<file path="config.mk">
export PLATFORM = sky130hd
export DESIGN_NAME = usb_rx
export DESIGN_NICKNAME = d
export VERILOG_FILES = /design/src/rtl/usb_rx.sv
export SDC_FILE = /design/constraint.sdc
export NUM_CORES = 1
export LEC_CHECK = 0
export BUFFER_PORTS_ARGS = -buffer_cell sky130_fd_sc_hd__buf_2
export CORE_MARGIN = 2
export CORE_UTILIZATION = 51
export DETAILED_ROUTE_END_ITERATION = 10
export GPL_TIMING_DRIVEN = 0
export PLACE_DENSITY_LB_ADDON = 0.3
export RECOVER_POWER = 25
export SLEW_MARGIN = 20
export SYNTH_ARGS = -nofsm -noshare
export SYNTH_HDL_FRONTEND = slang
export SYNTH_SLANG_ARGS = --single-unit
</file>
<file path="constraint.sdc">
create_clock -name usb_clk_60m -period 1.6 [get_ports usb_clk_60m]
set_input_delay 0 -clock usb_clk_60m [delete_from_list [all_inputs] [get_ports usb_clk_60m]]
set_output_delay 0 -clock usb_clk_60m [all_outputs]
set_load 0.005 [all_outputs]
</file>
<file path="src/rtl/usb_rx.sv">
// FT232H synchronous-FIFO receive path: drives OE#/RD#, buffers bytes in a 4-entry FIFO, forwards to a downstream FIFO.
// Optional: define USB_RX_BYTE_CNT_EN to add the rx_byte_cnt output counting downstream writes.
module usb_rx (
  input  logic       usb_clk_60m,
  input  logic       rst_n,
  input  logic       usb_rxf_n,
  input  logic [7:0] usb_data_in,
  output logic       usb_oe_n,
  output logic       usb_rd_n,
  output logic       fifo_wr_en,
  output logic [7:0] fifo_data_in,
  input  logic       full,
  input  logic       rx_enable,
  output logic       rx_busy
`ifdef USB_RX_BYTE_CNT_EN
  ,
  output logic [31:0] rx_byte_cnt
`endif
);

  typedef enum logic [2:0] {
    IDLE,
    OE,
    READ,
    HOLD,
    END
  } state_t;

  state_t     state;
  state_t     state_d;
  logic       rxf_q;
  logic [7:0] data_q;
  logic       rd_q;
  logic [7:0] mem [4];
  logic [1:0] wr_ptr;
  logic [1:0] rd_ptr;
  logic [2:0] count;
  logic       push;
  logic       pop;

  // A byte is on the bus one cycle after RD# was low while data was still available.
  assign push = !rd_q && !rxf_q;
  assign pop  = fifo_wr_en;

  assign fifo_wr_en   = (count != 3'd0) && !full;
  assign fifo_data_in = (count != 3'd0) ? mem[rd_ptr] : '0;
  assign rx_busy      = (state != IDLE) || (count != 3'd0);

  always_comb begin
    state_d = state;
    case (state)
      IDLE: if (rx_enable && !rxf_q && count < 3'd2) state_d = OE;
      OE:   state_d = READ;
      READ: begin
        if (rxf_q || !rx_enable)  state_d = END;
        else if (count >= 3'd2)   state_d = HOLD;
      end
      HOLD: begin
        if (rxf_q || !rx_enable)  state_d = END;
        else if (count <= 3'd1)   state_d = READ;
      end
      END:  state_d = IDLE;
      default: state_d = IDLE;
    endcase
  end

  always_ff @(posedge usb_clk_60m or negedge rst_n) begin
    if (!rst_n) begin
      state    <= IDLE;
      usb_oe_n <= 1'b1;
      usb_rd_n <= 1'b1;
      rxf_q    <= 1'b1;
      data_q   <= '0;
      rd_q     <= 1'b1;
      wr_ptr   <= '0;
      rd_ptr   <= '0;
      count    <= '0;
    end else begin
      state    <= state_d;
      usb_oe_n <= !((state_d == OE) || (state_d == READ) || (state_d == HOLD));
      usb_rd_n <= (state_d != READ);
      rxf_q    <= usb_rxf_n;
      data_q   <= usb_data_in;
      rd_q     <= usb_rd_n;
      if (push) wr_ptr <= wr_ptr + 2'd1;
      if (pop)  rd_ptr <= rd_ptr + 2'd1;
      case ({push, pop})
        2'b10:   count <= count + 3'd1;
        2'b01:   count <= count - 3'd1;
        default: count <= count;
      endcase
    end
  end

  always_ff @(posedge usb_clk_60m) begin
    if (push) mem[wr_ptr] <= data_q;
  end

`ifdef USB_RX_BYTE_CNT_EN
  always_ff @(posedge usb_clk_60m or negedge rst_n) begin
    if (!rst_n)          rx_byte_cnt <= '0;
    else if (fifo_wr_en) rx_byte_cnt <= rx_byte_cnt + 32'd1;
  end
`endif

endmodule

</file>
==> reports/metrics.yaml, run 1 <==
sta:
  rsz0062_at_grt: "true"
  min_period_ns: 1.62
  setup_viol: 3
  finalHoldViolCount: 0
  worstMarginPinSlew_ns: 1.22
  fmax_ghz: 0.617
  maxSlewViolCount: 0
  finalClockSkew_ns: 0.00722
  setup_slack_ns: -0.0212
  tns_ns: -0.0342
  slew_headroom_pct: 18.9
  fin_crit_sh_pct: 101
  whs_ns: 0.0309
detailed_routing:
  vias: 1103
  drtIter0Drc: 77
  wl_um: 3520
  drt-pass1-iter-count: 4
  vias_per_cell: 5.04
  antenna_left: 0
  wl_per_cell_um: 16.1
  drcViolationCount: 0
status:
  violations: "setup timing"
  status: "finished, violations left"
floorplanning:
  io_pins: 25
  die_w_um: 69.2
  core_sq_mm: 0.00406
  start_util_pct: 53.4
  fp-row-count: 23
  die_area_sq_mm: 0.00479
  die-height_um: 69.2
worst_setup_path:
  arrival_ns: 1.62
  critPathMaxFanout: 10
  crit_type: "reg2out"
  required_ns: 1.60
  worst_setup_path_end_kind: "output pin"
  startpoint_type: "flip-flop"
synthesis:
  yosys.area_share.simple_pct: 10.2
  avgSynthCellArea_sq_um: 18.1
  yosysSeqAreaShare_pct: 69.9
  yosysMostFrequentCell: "edfxtp_1"
  synth_seq_cells: 54
  synth_common_cells: "edfxtp_1 (32), dfrtp_1 (18), ha_1 (8), mux4_2 (8), nor2b_4 (8)"
  synthesis.nets: 141
  synthMuxAreaShare_pct: 9.23
  ys_top_cells_by_area: "edfxtp_1 (44%), dfrtp_1 (21%), mux4_2 (8.3%)"
  synth_compound_area_share_pct: 1.62
  ys.flop_type: "edfxtp_1"
  synth_fa_ha_area_share_pct: 4.62
  synth.distinct_cells: 25
  yosys.area.top_type_share_pct: 44.3
  yosysTopAreaCell: "edfxtp_1"
  synth_cells: 120
  synth_top_family_by_area: "simple AND/OR/NAND/NOR gates"
  yosys_warnings: 0
  synth_edf_count: 32
  synth_xor_area_share_pct: 2.42
  ys_async_sr_fraction_pct: 40.7
  syn_area_sq_mm: 0.00217
pwr:
  sw_frac_of_total_pct: 28.7
  pwr-share-seq_pct: 41.5
  power.total_mw: 4.31
  peakVddDrop_v: 0.000888
  p_sw_mw: 1.24
  p_clk_share_pct: 20.3
  p_comb_share_pct: 38.2
  intPower_mw: 3.08
  p_per_area_mw_per_mm2: 1620
  leakage_nw: 1.06
global_routing:
  grt_pass1_vias: 1208
  gr-total-overflow: 0
  grt_max_degree: 23
  grt_util_all_layers_pct: 16.3
  antenna_found_initial: 0
  grt_pass1_wl_um: 5780
worst_hold_path:
  hold_class: "in2reg"
clocking:
  clk_pin_slew_worst_paths_ns: 0.09
  numCtsBuffers: 5
  clock-root-buffer: "clkbuf_8"
  clock_latency_ns: 0.30
  ctsHtreeMaxLevel: 2
  cts_sinks: 54
  clockBufferDepth: 2
  cts_tree: "done"
layout:
  multi_input_area_sq_um: 649
  diodes: 0
  syn_to_final_growth_pct: 23.0
  nFillCells: 293
  regArea_sq_mm: 0.00152
  stdcell_area_sq_mm: 0.00267
  stdcell_count: 219
  utilization_pct: 65.7
  fin_nets: 189
  drive_above_1_share_pct: 39.1
run:
  drv_cap: 0
placed_design:
  dp_cells: 194
  dpl_worst_slack_ns: -0.190
  hpwl_um: 2340
  gp_congestion: 0.694
  numPortBuffers: 24
  placed_area_sq_mm: 0.00239
==> cell families (layout without fill, tap and decap cells) <==
group,count (synthesis),count (layout)
fa+ha+maj,8,8
compound gates,6,6
flops,54,54
simple gates,28,28
xor+xnor,6,6
buf+inv,8,57
mux,10,10
==> final timing paths <==
path | from | end | slack, ns | cells past startpoint
setup / recovery | rd_ptr[0] | fifo_data_in[5] | -0.02 | 4
hold / removal | full | rd_ptr[1] | 0.03 | 3
setup reg to reg | count[0] | count[2] | 0.04 | 8
hold reg to reg | usb_rd_n | rd_q | 0.37 | 0
max in group asynchronous | rst_n | state[1] | 0.41 | 2
min in group asynchronous | rst_n | data_q[7] | 0.46 | 2
==> cell usage in the layout (no fill, tap or decap), types with 2 or more instances in the layout <==
cell type      Yosys  routed
a21o_1             2       2
and2_1             4       4
buf_2              0      21
buf_4              1       8
clkbuf_1           0       3
clkbuf_8           0       5
dfrtp_1           18      18
dfstp_2            4       4
dlygate4sd3_1      0      10
edfxtp_1          32      32
ha_1               8       6
ha_4               0       2
inv_1              5       3
inv_2              0       2
mux2i_1            2       2
mux4_2             8       8
nand2_1            3       3
nor2_1             4       3
nor2b_4            8       9
nor3b_1            3       3
o21ai_0            3       2
xnor2_1            3       3
xor2_1             3       3
==> what timing repair did <==
| action | 4_1_cts | 5_1_grt |
|---|---|---|
| hold buffers | 10 | 0 |
| setup endpoints to repair | 10 | 44 |
| resized for setup | 1 | 7 |
| pin swaps | 1 | 3 |
| setup buffers | 6 | 3 |
| endpoints found under the hold margin | 31 | 0 |
==> metal layers <==
| layer | track usage [%] | share of wire, % | up-vias |
|---|---|---|---|
| met3 | 4.80 | 3.1 | 5 |
| met1 | 18.0 | 41 | 556 |
| met4 | 6.54 | 1.5 | 0 |
| met5 | 0 | 0 | - |
| li1 | - | - | 520 |
| met2 | 29.4 | 55 | 22 |
==> registers in the layout, summed over array words and instances, names as in the netlist <==
name / flops
mem: 32
data_q: 8
count: 3
state: 3
rd_ptr: 2
wr_ptr: 2
rd_q: 1
rxf_q: 1
usb_oe_n: 1
usb_rd_n: 1
==> power groups by stage <==
stage,Clock (mW),Sequential [mW],Combinational [mW]
global placement,0,1.80,1.39
finish,0.876,1.79,1.65
detailed placement,0,1.83,1.47
CTS,0.899,1.78,1.61
floorplan,0,1.80,1.08
global route,0.966,1.82,1.79
==> final cells by class <==
cell class	instances	share of cell area, %
Buffer	2	0.939
Clock buffer	6	2.72
Clock inverter	2	1.41
Inverter	5	0.704
Multi-Input combinational cell	58	24.4
Sequential cell	54	56.9
Tap cell	50	2.35
Timing Repair Buffer	42	10.7
==> worst max-delay path, cell delays in order, from the launching register on <==
cell     delay (ns)
dfrtp_1        0.38
buf_12         0.16
mux4_2         0.51
nor2b_4        0.14
buf_2          0.12
Note: power is estimated with default switching activity, not from simulation.
==> run 2: changes to the inputs <==
--- a/config.mk
+++ b/config.mk
@@ -6,8 +6,11 @@
 export NUM_CORES = 1
 export LEC_CHECK = 0
 export BUFFER_PORTS_ARGS = -buffer_cell sky130_fd_sc_hd__buf_2
+export CAP_MARGIN = 20
+export CELL_PAD_IN_SITES_DETAIL_PLACEMENT = 1
+export CELL_PAD_IN_SITES_GLOBAL_PLACEMENT = 2
 export CORE_MARGIN = 2
-export CORE_UTILIZATION = 51
+export CORE_UTILIZATION = 38
 export DETAILED_ROUTE_END_ITERATION = 10
 export GPL_TIMING_DRIVEN = 0
 export PLACE_DENSITY_LB_ADDON = 0.3
@@ -16,3 +19,4 @@
 export SYNTH_ARGS = -nofsm -noshare
 export SYNTH_HDL_FRONTEND = slang
 export SYNTH_SLANG_ARGS = --single-unit
+export TNS_END_PERCENT = 10
==> run 2 against run 1 <==
Compared with the run above: via count increased by 3.0%; non-clock buffer count is 1 higher; register-to-register slack is essentially flat; wire length increased by 9.3%; global-route usage fell by 2.8 points; the flow still finishes with violations (setup timing); flip-flop and latch count unchanged; final cell count grew 11%; sequential share of layout area down 1.1 points; clock power up 3.8%; setup slack improved by 0.0041 ns; largest power group unchanged; first-iteration DRC count is 27% lower; design area grew 2.0%.
==> reports/metrics.yaml, run 2 (same netlist as run 1, synthesis figures left out) <==
floorplanning:
  core_sq_mm: 0.00551  # +36%
  io_pins: 25  # unchanged
  die_area_sq_mm: 0.00633  # +32%
  die-height_um: 79.5  # +15%
  die_w_um: 79.5  # +15%
  fp-row-count: 27  # +17%
  start_util_pct: 39.4  # -14 points
detailed_routing:
  vias_per_cell: 4.69  # -6.8%
  drtIter0Drc: 56  # -27%
  drcViolationCount: 0  # unchanged
  vias: 1136  # +3.0%
  drt-pass1-iter-count: 4  # unchanged
  wl_um: 3840  # +9.3%
  antenna_left: 0  # unchanged
  wl_per_cell_um: 15.9  # -1.1%
pwr:
  intPower_mw: 3.12  # +1.5%
  leakage_nw: 1.08  # +1.5%
  pwr-share-seq_pct: 40.4  # -1.1 points
  power.total_mw: 4.42  # +2.5%
  p_clk_share_pct: 20.6  # +0.3 points
  peakVddDrop_v: 0.000604  # -32%
  p_comb_share_pct: 39.0  # +0.8 points
  sw_frac_of_total_pct: 29.4  # +0.69 points
  p_sw_mw: 1.30  # +5.0%
  p_per_area_mw_per_mm2: 1630  # +0.51%
worst_setup_path:
  startpoint_type: "flip-flop"
  worst_setup_path_end_kind: "output pin"
  slowest_delay_ns: 0.51  # about the same
  arrival_ns: 1.62  # about the same
  critPathMaxFanout: 10  # unchanged
  crit_buf_inv: 2  # unchanged
  cp_cell_sequence: "buf_12 > mux4_2 > nor2b_4 > buf_2"
  required_ns: 1.60  # about the same
  crit_type: "reg2out"
  cp_top_family: "multiplexers"
  crit_slowest_cell: "mux4_2"
sta:
  maxSlewViolCount: 0  # unchanged
  setup_slack_ns: -0.0170  # +0.00414 ns
  tns_ns: -0.0377  # -0.00350 ns
  fmax_ghz: 0.618  # +0.26%
  finalHoldViolCount: 0  # unchanged
  worstMarginPinSlew_ns: 1.30  # +0.0851 ns
  rsz0062_at_grt: "true"
  min_period_ns: 1.62  # -0.00414 ns
  setup_viol: 4  # +1
  fin_crit_sh_pct: 101  # -0.26 points
  finalClockSkew_ns: 0.00250  # -0.00473 ns
  slew_headroom_pct: 13.2  # -5.7 points
global_routing:
  gr-total-overflow: 0  # unchanged
  grt_pass1_vias: 1286  # +6.5%
  grt_max_degree: 23  # unchanged
  grt_util_all_layers_pct: 13.5  # -2.8 points
  antenna_found_initial: 0  # unchanged
  grt_pass1_wl_um: 6240  # +8.1%
layout:
  syn_to_final_growth_pct: 25.4
  stdcell_count: 242  # +11%
  diodes: 0  # unchanged
  mostFrequentLayoutCell: "edfxtp_1"
  stdcell_area_sq_mm: 0.00272  # +2.0%
  fin_nets: 190  # +0.53%
  reg_top3: "mem (32), data_q (8)"
  regMostFlops: "mem"
  largest_reg_flops: 32  # unchanged
  drive_above_1_share_pct: 40.6  # +1.5 points
  final_cell_mix: "edfxtp_1 (32), buf_2 (21), dfrtp_1 (18), dlygate4sd3_1 (10), nor2b_4 (9)"
clocking:
  clock-root-buffer: "clkbuf_8"
  clockBufferDepth: 2  # unchanged
  clk_pin_slew_worst_paths_ns: 0.10  # about the same
  ctsHtreeMaxLevel: 2  # unchanged
  clock_latency_ns: 0.30  # about the same
  cts_sinks: 54  # unchanged
  numCtsBuffers: 5  # unchanged
  cts_tree: "done"
worst_hold_path:
  hold_class: "in2reg"
status:
  status: "finished, violations left"
  violations: "setup timing"
placed_design:
  dp_cells: 216  # +11%
  hpwl_um: 2530  # +8.0%
  placed_area_sq_mm: 0.00242  # +1.2%
  numPortBuffers: 24  # unchanged
  gp_congestion: 0.687  # -1.1%
run:
  drv_cap: 0  # unchanged
==> run 2: changes by cell type in the layout (fill, tap and decap cells not counted), sizes merged <==
cell and change:
clkinvlp -1, buf +2, inv +1, clkinv +1
clkbuf -2
==> run 2: metrics by stage <==
stage | util [%] | worst slack (ns) | hold slack [ns]
floorplan | - | -0.0526 | -0.296
global placement | 43.9 | -0.147 | 0.0110
detailed placement | 43.9 | -0.247 | 0.0141
CTS | 48.9 | -0.0641 | 0.0329
global route | 49.4 | -0.0903 | 0.0390
finish | 49.4 | -0.0170 | 0.0304
==> run 2: layer usage <==
layer / vias up / routed length, um / global-route usage (%)
li1: 526 / - / -
met1: 589 / 1620 / 15.9
met2: 19 / 2090 / 23.7
met3: 2 / 106 / 3.62
met4: 0 / 31 / 4.83
met5: - / 0 / 0
==> run 2: tightest hold or removal path, stage by stage <==
cell     delay, ns
buf_2         0.12
nor3b_1       0.06
xor2_1        0.11
==> run 2: power groups by stage <==
stage          logic [mW]  registers [mW]  clock network (mW)
6_report             1.72            1.79               0.909
5_1_grt              1.89            1.81               0.985
4_1_cts              1.67            1.79               0.931
3_5_place_dp         1.50            1.83                   0
3_3_place_gp         1.43            1.81                   0
2_1_floorplan        1.08            1.80                   0
==> run 2: worst paths after layout <==
path | start | end | slack, ns | cells past startpoint
worst max-delay path | rd_ptr[0] | fifo_data_in[4] | -0.02 | 4
worst min-delay path | full | rd_ptr[1] | 0.03 | 3
worst max register to register | count[1] | count[2] | 0.03 | 8
worst min register to register | usb_rd_n | rd_q | 0.38 | 0
max in group asynchronous | rst_n | data_q[3] | 0.34 | 2
min in group asynchronous | rst_n | count[1] | 0.50 | 2
==> run 2: cell type report <==
class                   count  area, sq um
clock inverters             3         43.8
inverters                   5         18.8
well taps                  72         90.1
repair buffers             43          295
plain buffers               2         25.0
clock buffers               5         68.8
fillers                   528         2790
flip-flops and latches     54         1520
multi-input cells          58          661
==> run 2: what timing repair did <==
item / in CTS / in global routing
hold endpoints to repair: 27 / 0
setup endpoints to repair: 42 / 11
pin swaps: 3 / 3
gates resized for setup: 5 / 6
buffers inserted: 7 / 2
hold buffers: 10 / 0
